===== src/rtl/alu_pkg.sv =====
// rtl/alu_pkg.sv - ALU operation encodings and legality check shared by ALU clients
package alu_pkg;

    typedef enum logic [2:0] {
        ALU_AND = 3'b000,
        ALU_OR  = 3'b001,
        ALU_ADD = 3'b010,
        ALU_SUB = 3'b110,
        ALU_SLT = 3'b111
    } alu_op_t;

    function automatic logic alu_op_legal(input logic [2:0] op);
        logic legal;
        case (op)
            ALU_AND, ALU_OR, ALU_ADD, ALU_SUB, ALU_SLT: legal = 1'b1;
            default:                                    legal = 1'b0;
        endcase
        return legal;
    endfunction

endpackage


===== src/rtl/rr_arbiter2.sv =====
// rtl/rr_arbiter2.sv - two-way round-robin arbiter, pointer names the most recent winner
module rr_arbiter2 (
    input  logic       clk,
    input  logic       reset_n,
    input  logic [1:0] eligible,
    output logic [1:0] grant
);

    logic last_q;
    logic last_d;

    always_comb begin
        grant  = 2'b00;
        last_d = last_q;
        case (eligible)
            2'b01:   grant = 2'b01;
            2'b10:   grant = 2'b10;
            2'b11:   grant = last_q ? 2'b01 : 2'b10;
            default: grant = 2'b00;
        endcase
        if (grant != 2'b00) begin
            last_d = grant[1];
        end
    end

    // Reset to 1 so port 0 takes the first conflict.
    always_ff @(posedge clk) begin
        if (!reset_n) begin
            last_q <= 1'b1;
        end else begin
            last_q <= last_d;
        end
    end

endmodule


===== src/rtl/alu_share_arbiter.sv =====
// rtl/alu_share_arbiter.sv - time-shares one combinational ALU between two request ports
module alu_share_arbiter
    import alu_pkg::*;
#(
    parameter int WIDTH = 32
) (
    input  logic             clk,
    input  logic             reset_n,
    input  logic             req0_valid,
    output logic             req0_ready,
    input  logic [2:0]       req0_op,
    input  logic [WIDTH-1:0] req0_a,
    input  logic [WIDTH-1:0] req0_b,
    input  logic             req1_valid,
    output logic             req1_ready,
    input  logic [2:0]       req1_op,
    input  logic [WIDTH-1:0] req1_a,
    input  logic [WIDTH-1:0] req1_b,
    output logic             rsp0_valid,
    input  logic             rsp0_ready,
    output logic [WIDTH-1:0] rsp0_result,
    output logic             rsp0_err,
    output logic             rsp1_valid,
    input  logic             rsp1_ready,
    output logic [WIDTH-1:0] rsp1_result,
    output logic             rsp1_err,
    output logic [2:0]       alu_op,
    output logic [WIDTH-1:0] alu_in1,
    output logic [WIDTH-1:0] alu_in2,
    input  logic [WIDTH-1:0] alu_result
);

    logic [1:0]       eligible;
    logic [1:0]       grant;

    logic             iss_valid_q, iss_valid_d;
    logic             iss_id_q,    iss_id_d;
    logic [2:0]       iss_op_q,    iss_op_d;
    logic [WIDTH-1:0] iss_a_q,     iss_a_d;
    logic [WIDTH-1:0] iss_b_q,     iss_b_d;
    logic             iss_err_q,   iss_err_d;

    logic [1:0]       rsp_valid_q, rsp_valid_d;
    logic [1:0]       rsp_err_q,   rsp_err_d;
    logic [WIDTH-1:0] rsp_res_q [2];
    logic [WIDTH-1:0] rsp_res_d [2];
    logic [1:0]       rsp_ready;
    logic             alu_drive;

    assign rsp_ready = {rsp1_ready, rsp0_ready};

    // A port waits while its previous op sits in the issue stage, or while its result is unconsumed.
    always_comb begin
        eligible[0] = reset_n & req0_valid & ~(iss_valid_q & ~iss_id_q)
                      & (~rsp_valid_q[0] | rsp0_ready);
        eligible[1] = reset_n & req1_valid & ~(iss_valid_q & iss_id_q)
                      & (~rsp_valid_q[1] | rsp1_ready);
    end

    rr_arbiter2 u_arb (
        .clk      (clk),
        .reset_n  (reset_n),
        .eligible (eligible),
        .grant    (grant)
    );

    assign req0_ready = grant[0];
    assign req1_ready = grant[1];

    always_comb begin
        iss_valid_d = grant != 2'b00;
        iss_id_d    = grant[1];
        iss_op_d    = grant[1] ? req1_op : req0_op;
        iss_a_d     = grant[1] ? req1_a  : req0_a;
        iss_b_d     = grant[1] ? req1_b  : req0_b;
        iss_err_d   = ~alu_op_legal(iss_op_d);
    end

    always_ff @(posedge clk) begin
        if (!reset_n) begin
            iss_valid_q <= 1'b0;
            iss_id_q    <= 1'b0;
            iss_op_q    <= 3'b000;
            iss_a_q     <= '0;
            iss_b_q     <= '0;
            iss_err_q   <= 1'b0;
        end else begin
            iss_valid_q <= iss_valid_d;
            iss_id_q    <= iss_id_d;
            iss_op_q    <= iss_op_d;
            iss_a_q     <= iss_a_d;
            iss_b_q     <= iss_b_d;
            iss_err_q   <= iss_err_d;
        end
    end

    // Idle or trapped ops present a quiet AND of zeros to the ALU.
    assign alu_drive = iss_valid_q & ~iss_err_q;
    assign alu_op    = alu_drive ? iss_op_q : ALU_AND;
    assign alu_in1   = alu_drive ? iss_a_q  : '0;
    assign alu_in2   = alu_drive ? iss_b_q  : '0;

    always_comb begin
        for (int p = 0; p < 2; p++) begin
            rsp_valid_d[p] = rsp_valid_q[p] & ~rsp_ready[p];
            rsp_err_d[p]   = rsp_err_q[p];
            rsp_res_d[p]   = rsp_res_q[p];
            if (iss_valid_q && (iss_id_q == 1'(p))) begin
                rsp_valid_d[p] = 1'b1;
                rsp_err_d[p]   = iss_err_q;
                rsp_res_d[p]   = iss_err_q ? '0 : alu_result;
            end
        end
    end

    always_ff @(posedge clk) begin
        if (!reset_n) begin
            rsp_valid_q  <= 2'b00;
            rsp_err_q    <= 2'b00;
            rsp_res_q[0] <= '0;
            rsp_res_q[1] <= '0;
        end else begin
            rsp_valid_q  <= rsp_valid_d;
            rsp_err_q    <= rsp_err_d;
            rsp_res_q[0] <= rsp_res_d[0];
            rsp_res_q[1] <= rsp_res_d[1];
        end
    end

    assign rsp0_valid  = rsp_valid_q[0];
    assign rsp0_result = rsp_res_q[0];
    assign rsp0_err    = rsp_err_q[0];
    assign rsp1_valid  = rsp_valid_q[1];
    assign rsp1_result = rsp_res_q[1];
    assign rsp1_err    = rsp_err_q[1];

endmodule

===== config.mk =====
export PLATFORM = sky130hd
export DESIGN_NAME = alu_share_arbiter
export DESIGN_NICKNAME = d
export VERILOG_FILES = /design/src/rtl/alu_pkg.sv /design/src/rtl/rr_arbiter2.sv /design/src/rtl/alu_share_arbiter.sv
export SDC_FILE = /design/constraint.sdc
export NUM_CORES = 1
export LEC_CHECK = 0
export CORE_UTILIZATION = 39
export CTS_CLUSTER_SIZE = 30
export DETAILED_ROUTE_END_ITERATION = 12
export GPL_TIMING_DRIVEN = 0
export PLACE_DENSITY = 0.79
export SLEW_MARGIN = 5
export SYNTH_ARGS = -nofsm -noshare
export SYNTH_HDL_FRONTEND = slang
export SYNTH_SLANG_ARGS = --single-unit

===== constraint.sdc =====
create_clock -name clk -period 2.01 [get_ports clk]
set_clock_uncertainty 0.15 [all_clocks]
set_input_delay 0.402 -clock clk [delete_from_list [all_inputs] [get_ports clk]]
set_output_delay 0.402 -clock clk [all_outputs]
set_load 0.05 [all_outputs]

[Word level (Yosys, flattened, before mapping)]
Memory sizes are Yosys's and may differ from the RTL's.
Cells that the tools add are included.
Storage, ports and cells
  logic and storage cells: 65
  flip-flop bits (word level): 75
  memories: 1
  bits of input ports: 172
  memory bits (writable): 64
  output and inout bits: 137
Memory list
  rsp_res_q: words 2, bits a word 32, read ports 2, clocked after Yosys merged registers in 0, write ports 2, line alu_share_arbiter.sv:45  | logic [WIDTH-1:0] rsp_res_q [2];
Cells by class
  bitwise operators: 24
  muxes and demuxes: 18
  reductions and logical operators: 5
  eq/ne operators: 7
Operators with widths (number)
  $mux W32: 9
  $and A1 B1 Y1: 11
  $not A1 Y1: 9
  $eq A3 B3 Y1 const B: 2
  $mux W3: 2
  $pmux W2 S3: 1
  $mux W1: 5
  $reduce_or A5 Y1: 1
  $eq A2 B2 Y1 const B: 2
  $or A1 B1 Y1: 4
  $eq A3 B1 Y1 const B: 1
  $eq A3 B2 Y1 const B: 1
  $logic_not A3 Y1: 1
  $eq A2 B1 Y1 const B: 1
  $logic_and A1 B1 Y1: 2
  $mux W2: 1
  $reduce_bool A2 Y1: 1

[Longest topological paths before layout]
  depth in word-level cells: 12
  mapped depth: 7
  gate-level depth less buffers: 4

[Modules after synthesis]
Synthesis repeated with hierarchy kept, for this count alone.
Second synthesis, totals
  cell total of the unflattened synthesis: 644
  area, all modules: 5968.2 µm²
By module, submodules not included
  alu_share_arbiter: instances 1, sequential area each 2762.6 µm², area each 5906.9 µm², cells an instance 637
  rr_arbiter2: instances 1, sequential area each 20.0 µm², area each 61.3 µm², cells an instance 7

[Worst setup path before layout]
No wires, ideal clock.
  kind: register to output
  start point: register rsp_valid_q[1]
  end point: output port req0_ready
  data required time: 1458 ps
  path buffers: 0
  cell stages (with the launch flop): 5
  slack: -227 ps
  arrival time: 1685 ps
  cell sequence: dfxtp_1 nand2b_1 nand4_1 nor2_1 nor2_1
Between the ends
  word-level cells in the longest chain between the ends: 5
  elaborated cells on any way between the ends: 7
  classes of those cells: eq/ne (3); mux (1); bitwise (3)
Ends and longest elaborated chain
  start, declared: line alu_share_arbiter.sv:43  | logic [1:0] rsp_valid_q, rsp_valid_d;
  start signal, assigned: line alu_share_arbiter.sv:123  | rsp_valid_q <= rsp_valid_d;
  $not A1 Y1 *: line alu_share_arbiter.sv:57  | & (~rsp_valid_q[1] | rsp1_ready);
  $or A1 B1 Y1 *: line alu_share_arbiter.sv:57
  $and A1 B1 Y1 *: line alu_share_arbiter.sv:57
  $eq A2 B2 Y1 / $eq A2 B1 Y1 (equally long branches): line rr_arbiter2.sv:15  | case (eligible)
  $pmux W2 S3 *: line rr_arbiter2.sv:15
  end, declared: line alu_share_arbiter.sv:10  | output logic req0_ready,
Mark *: on every way between the ends. The rest lies on a longest branch, timed or not.

[Final worst setup path]
  start point: register iss_err_q
  end point: output port alu_in2[21]
Between the ends
  word-level cells in the longest chain between the ends: 3
Ends and longest elaborated chain
  start, declared: line alu_share_arbiter.sv:41  | logic iss_err_q, iss_err_d;
  start signal, assigned: line alu_share_arbiter.sv:93  | iss_err_q <= iss_err_d;
  $not A1 Y1: line alu_share_arbiter.sv:98  | assign alu_drive = iss_valid_q & ~iss_err_q;
  $and A1 B1 Y1: line alu_share_arbiter.sv:98
  $mux W32: line alu_share_arbiter.sv:101  | assign alu_in2 = alu_drive ? iss_b_q : '0;
  end, declared: line alu_share_arbiter.sv:29  | output logic [WIDTH-1:0] alu_in2,
Every way passes these cells.

==> out/results.txt <==
Run status = complete, but fails checks
Failing checks = negative setup slack
Total iterations of the first detailed-routing run = 5
H-tree lvl count = 4
Remaining max-slew budget at the tightest pin = 62.0%
Clock Sinks = 139
Placed wire-length estimate after detailed placement = 15100 µm
Detailed-route wire length per cell = 16.9 µm
Clock Latency Late Sink = 420 ps
Main flop type after synthesis = sky130_fd_sc_hd__dfxtp_1
Kind of end point of the critical path = output port
CP Launch Point = iss_err_q
Total routing usage reported by global routing = 26.1%
Top cell by count, worst path = sky130_fd_sc_hd__buf_8
Worst Path Arrival = 1670 ps
Launch instance of the worst min-delay path = req0_valid
Sort of element at the start of the critical path = register
Worst R2R Start = iss_valid_q
Top area cells in the synthesized netlist = sky130_fd_sc_hd__dfxtp_1, sky130_fd_sc_hd__nand2_1, sky130_fd_sc_hd__a21boi_0
Max Fclk = 0.451 GHz
Global-route wire length before repair = 29800 µm
Max Cap Viol = 0
Most frequent cell after synthesis = sky130_fd_sc_hd__nand2_1
Post-DRT Antenna Nets = 0
Final-layout worst hold slack = 182 ps
Total power density per cell area = 800 mW/mm²
Port bufs = 308
Number of flops mapped to enable cells by yosys = 0
Hold violation total from the final report = 0
Area of the core = 0.0145 mm²
Syn Inst Count = 728
Critical path data required time = 1460 ps
Overflow left after global routing = 0
Part of the power in combinational logic = 25.0%
Number of distinct library cell variants in the gate-level netlist after synthesis = 25
Total count of max-transition violations in the final report = 0
Avg Synthesized Cell Area = 7.96 µm²
Critical Setup Path Class = register to output port
Cell taking the most area after synthesis = sky130_fd_sc_hd__dfxtp_1
Slew at the pin with the worst max-slew slack = 570 ps
Clock Root Buffer = sky130_fd_sc_hd__clkbuf_16
Flip-flop and latch count after synthesis = 139
Die Area = 0.0154 mm²
Cell-internal power = 6.10 mW
R2r endpoint = iss_a_q[16]
Initial antenna violation count = 1
Portion of total power attributed to sequential cells = 35.5%
Switching pwr = 2.43 mW
Number of endpoints failing setup at the final stage = 69
Nets in the synthesized netlist = 900
Number of buffers inserted during clock tree synthesis = 17
Global placer's final weighted congestion = 0.759
Pin count of the biggest net entering global routing = 17
Buffer levels on the longest clock path = 2
Net count of the finished layout = 1252
Total number of vias = 6350
DR iter-0 viols = 342
Worst vdd ir = 0.615 mV
Share of total power in the clock network = 39.5%
Cell with the largest stage delay on the worst path = sky130_fd_sc_hd__dfxtp_4
Final Total Pwr = 8.53 mW
Setup repair after global routing missed its margin = true
Clock slew seen by the registers of the worst setup and hold paths = 60 ps
I/O pin count = 309
Endpoint of the worst setup timing path = alu_in2[21]
# DRC = 0
Standby leakage power = 4.57 nW
Total routed wirelength = 21600 µm
Final setup margin = -207 ps
Via count of the first global-routing pass = 5695
Minimum clock period after layout = 2220 ps
Starting density of the core = 39.9%
Fraction of layout cells with a size suffix above 1 = 22.0%
Largest fanout on the critical path = 8
Worst min path class = input pin to register
Final critical-path share of the clock period = 110%
Crit path cell chain = nor2b_4 -> buf_4 -> buf_8 -> clkbuf_8 -> and2_4 -> buf_8
Sequential area share after synthesis = 48.0%
Syn. warnings = 0
Number of cell instances on the worst register-to-register path = 10
Switching part of the total power = 28.5%
Setup slack of the most critical reg-to-reg path = 70 ps
Fraction of post-synthesis cell area in the top cell type by area = 48.0%
Clock tree from TritonCTS = built
Vert. Die Dim = 124 µm
Delay of the slowest cell on the worst path = 380 ps
Die outline width = 124 µm
Vias per std cell = 4.97
Count of standard-cell rows = 44
Commonest cells post-synth = sky130_fd_sc_hd__nand2_1, sky130_fd_sc_hd__dfxtp_1, sky130_fd_sc_hd__and2_1, sky130_fd_sc_hd__nand3_1, sky130_fd_sc_hd__a21boi_0
Async set-or-reset flop fraction in the synthesized netlist = 0%
Signed area change from the synthesized netlist to the final layout = 83.9%
Post-synthesis instance area = 0.00580 mm²
Cts hold-fix bufs = 0
==> layout make-up <==
| type | instances | area [µm²] |
|---|---|---|
| repair buffers | 335 | 3660 |
| plain buffers | 60 | 378 |
| multi-input cells | 527 | 2960 |
| diodes | 1 | 2.50 |
| flip-flops and latches | 139 | 2790 |
| clock buffers | 20 | 467 |
| well taps | 184 | 230 |
| fillers | 1103 | 3870 |
| clock inverters | 12 | 169 |
==> stage by stage <==
| step | worst slack, ps | util, % | instances | cell area (µm²) | setup TNS [ps] |
|---|---|---|---|---|---|
| 2_1_floorplan | -10.7 | - | 728 | 5840 | -10.7 |
| 3_3_place_gp | -1190 | 63.0 | 1220 | 9150 | -88680 |
| 3_5_place_dp | -1220 | 63.0 | 1220 | 9150 | -96740 |
| 4_1_cts | -209 | 69.0 | 1266 | 10000 | -11540 |
| 5_1_grt | -278 | 73.4 | 1278 | 10700 | -13700 |
| 6_report | -207 | 73.4 | 1278 | 10700 | -9370 |
==> power by group through the flow <==
stage	Clock, mW	Sequential (mW)	Combinational (mW)
after global placement	0	3.07	1.78
after floorplan	0	3.28	0.789
final	3.37	3.03	2.13
after CTS	3.40	3.02	1.89
after global routing	3.52	3.05	2.26
after detailed placement	0	3.07	1.80
==> metal layers <==
metal  track usage, %  part of all wire, %  vias up
met5                0                    0        -
li1                 -                    -     3083
met4             13.2                  3.4        0
met1             31.1                   41     2926
met3             6.59                  7.2       58
met2             43.5                   48      283
==> flip-flops by register name, indices dropped and copies added (netlist names), 2 cells and up <==
name and count:
rsp_valid_q 2, iss_op_q 3, rsp_res_q 64, iss_a_q 32, iss_b_q 32, rsp_err_q 2
==> critical path: cells and delay by family, from the launching register on <==
family,cells,cell delay (ps)
buffers and inverters,4,540
and+or+nand+nor,2,310
DFF,1,380
==> logic make-up after synthesis <==
family                 synth area share, %
AND/OR/NAND/NOR                       31.7
flip-flops                            48.0
AO/OA/AOI/OAI                         14.7
multiplexers                         0.539
buffers and inverters                 5.11
==> worst min-delay path by stage <==
stage	to	cells after the start	slack, ps
2_1_floorplan	u_arb.last_q	2	350
3_3_place_gp	rsp_err_q[0]	2	300
3_5_place_dp	rsp_err_q[1]	2	310
4_1_cts	rsp_err_q[1]	2	310
5_1_grt	iss_valid_q	3	200
6_report	iss_valid_q	3	180
==> placed cells by master (no fill, tap or decap), drive strengths merged, types with 4 or more instances in the layout <==
cell           synthesis  final
nor2                   4      4
clkdlybuf4s50          0    167
and2                  69     69
nor2b                 35     35
nand3                 69     69
dlygate4sd2            0     70
buf                   21    118
a21boi                67     67
bufinv                 0      4
nand2                204    204
clkbuf                41     58
o21ai                 68     68
dfxtp                139    139
clkinv                 0      6
==> timing repair <==
action                                 CTS  global route
gates resized for setup                600           159
setup buffers                           13             9
pin swaps                               15            19
setup endpoints to repair              138            70
cloned                                   2             3
endpoints found under the hold margin    0             0
Power figures use the tool's default switching activity.
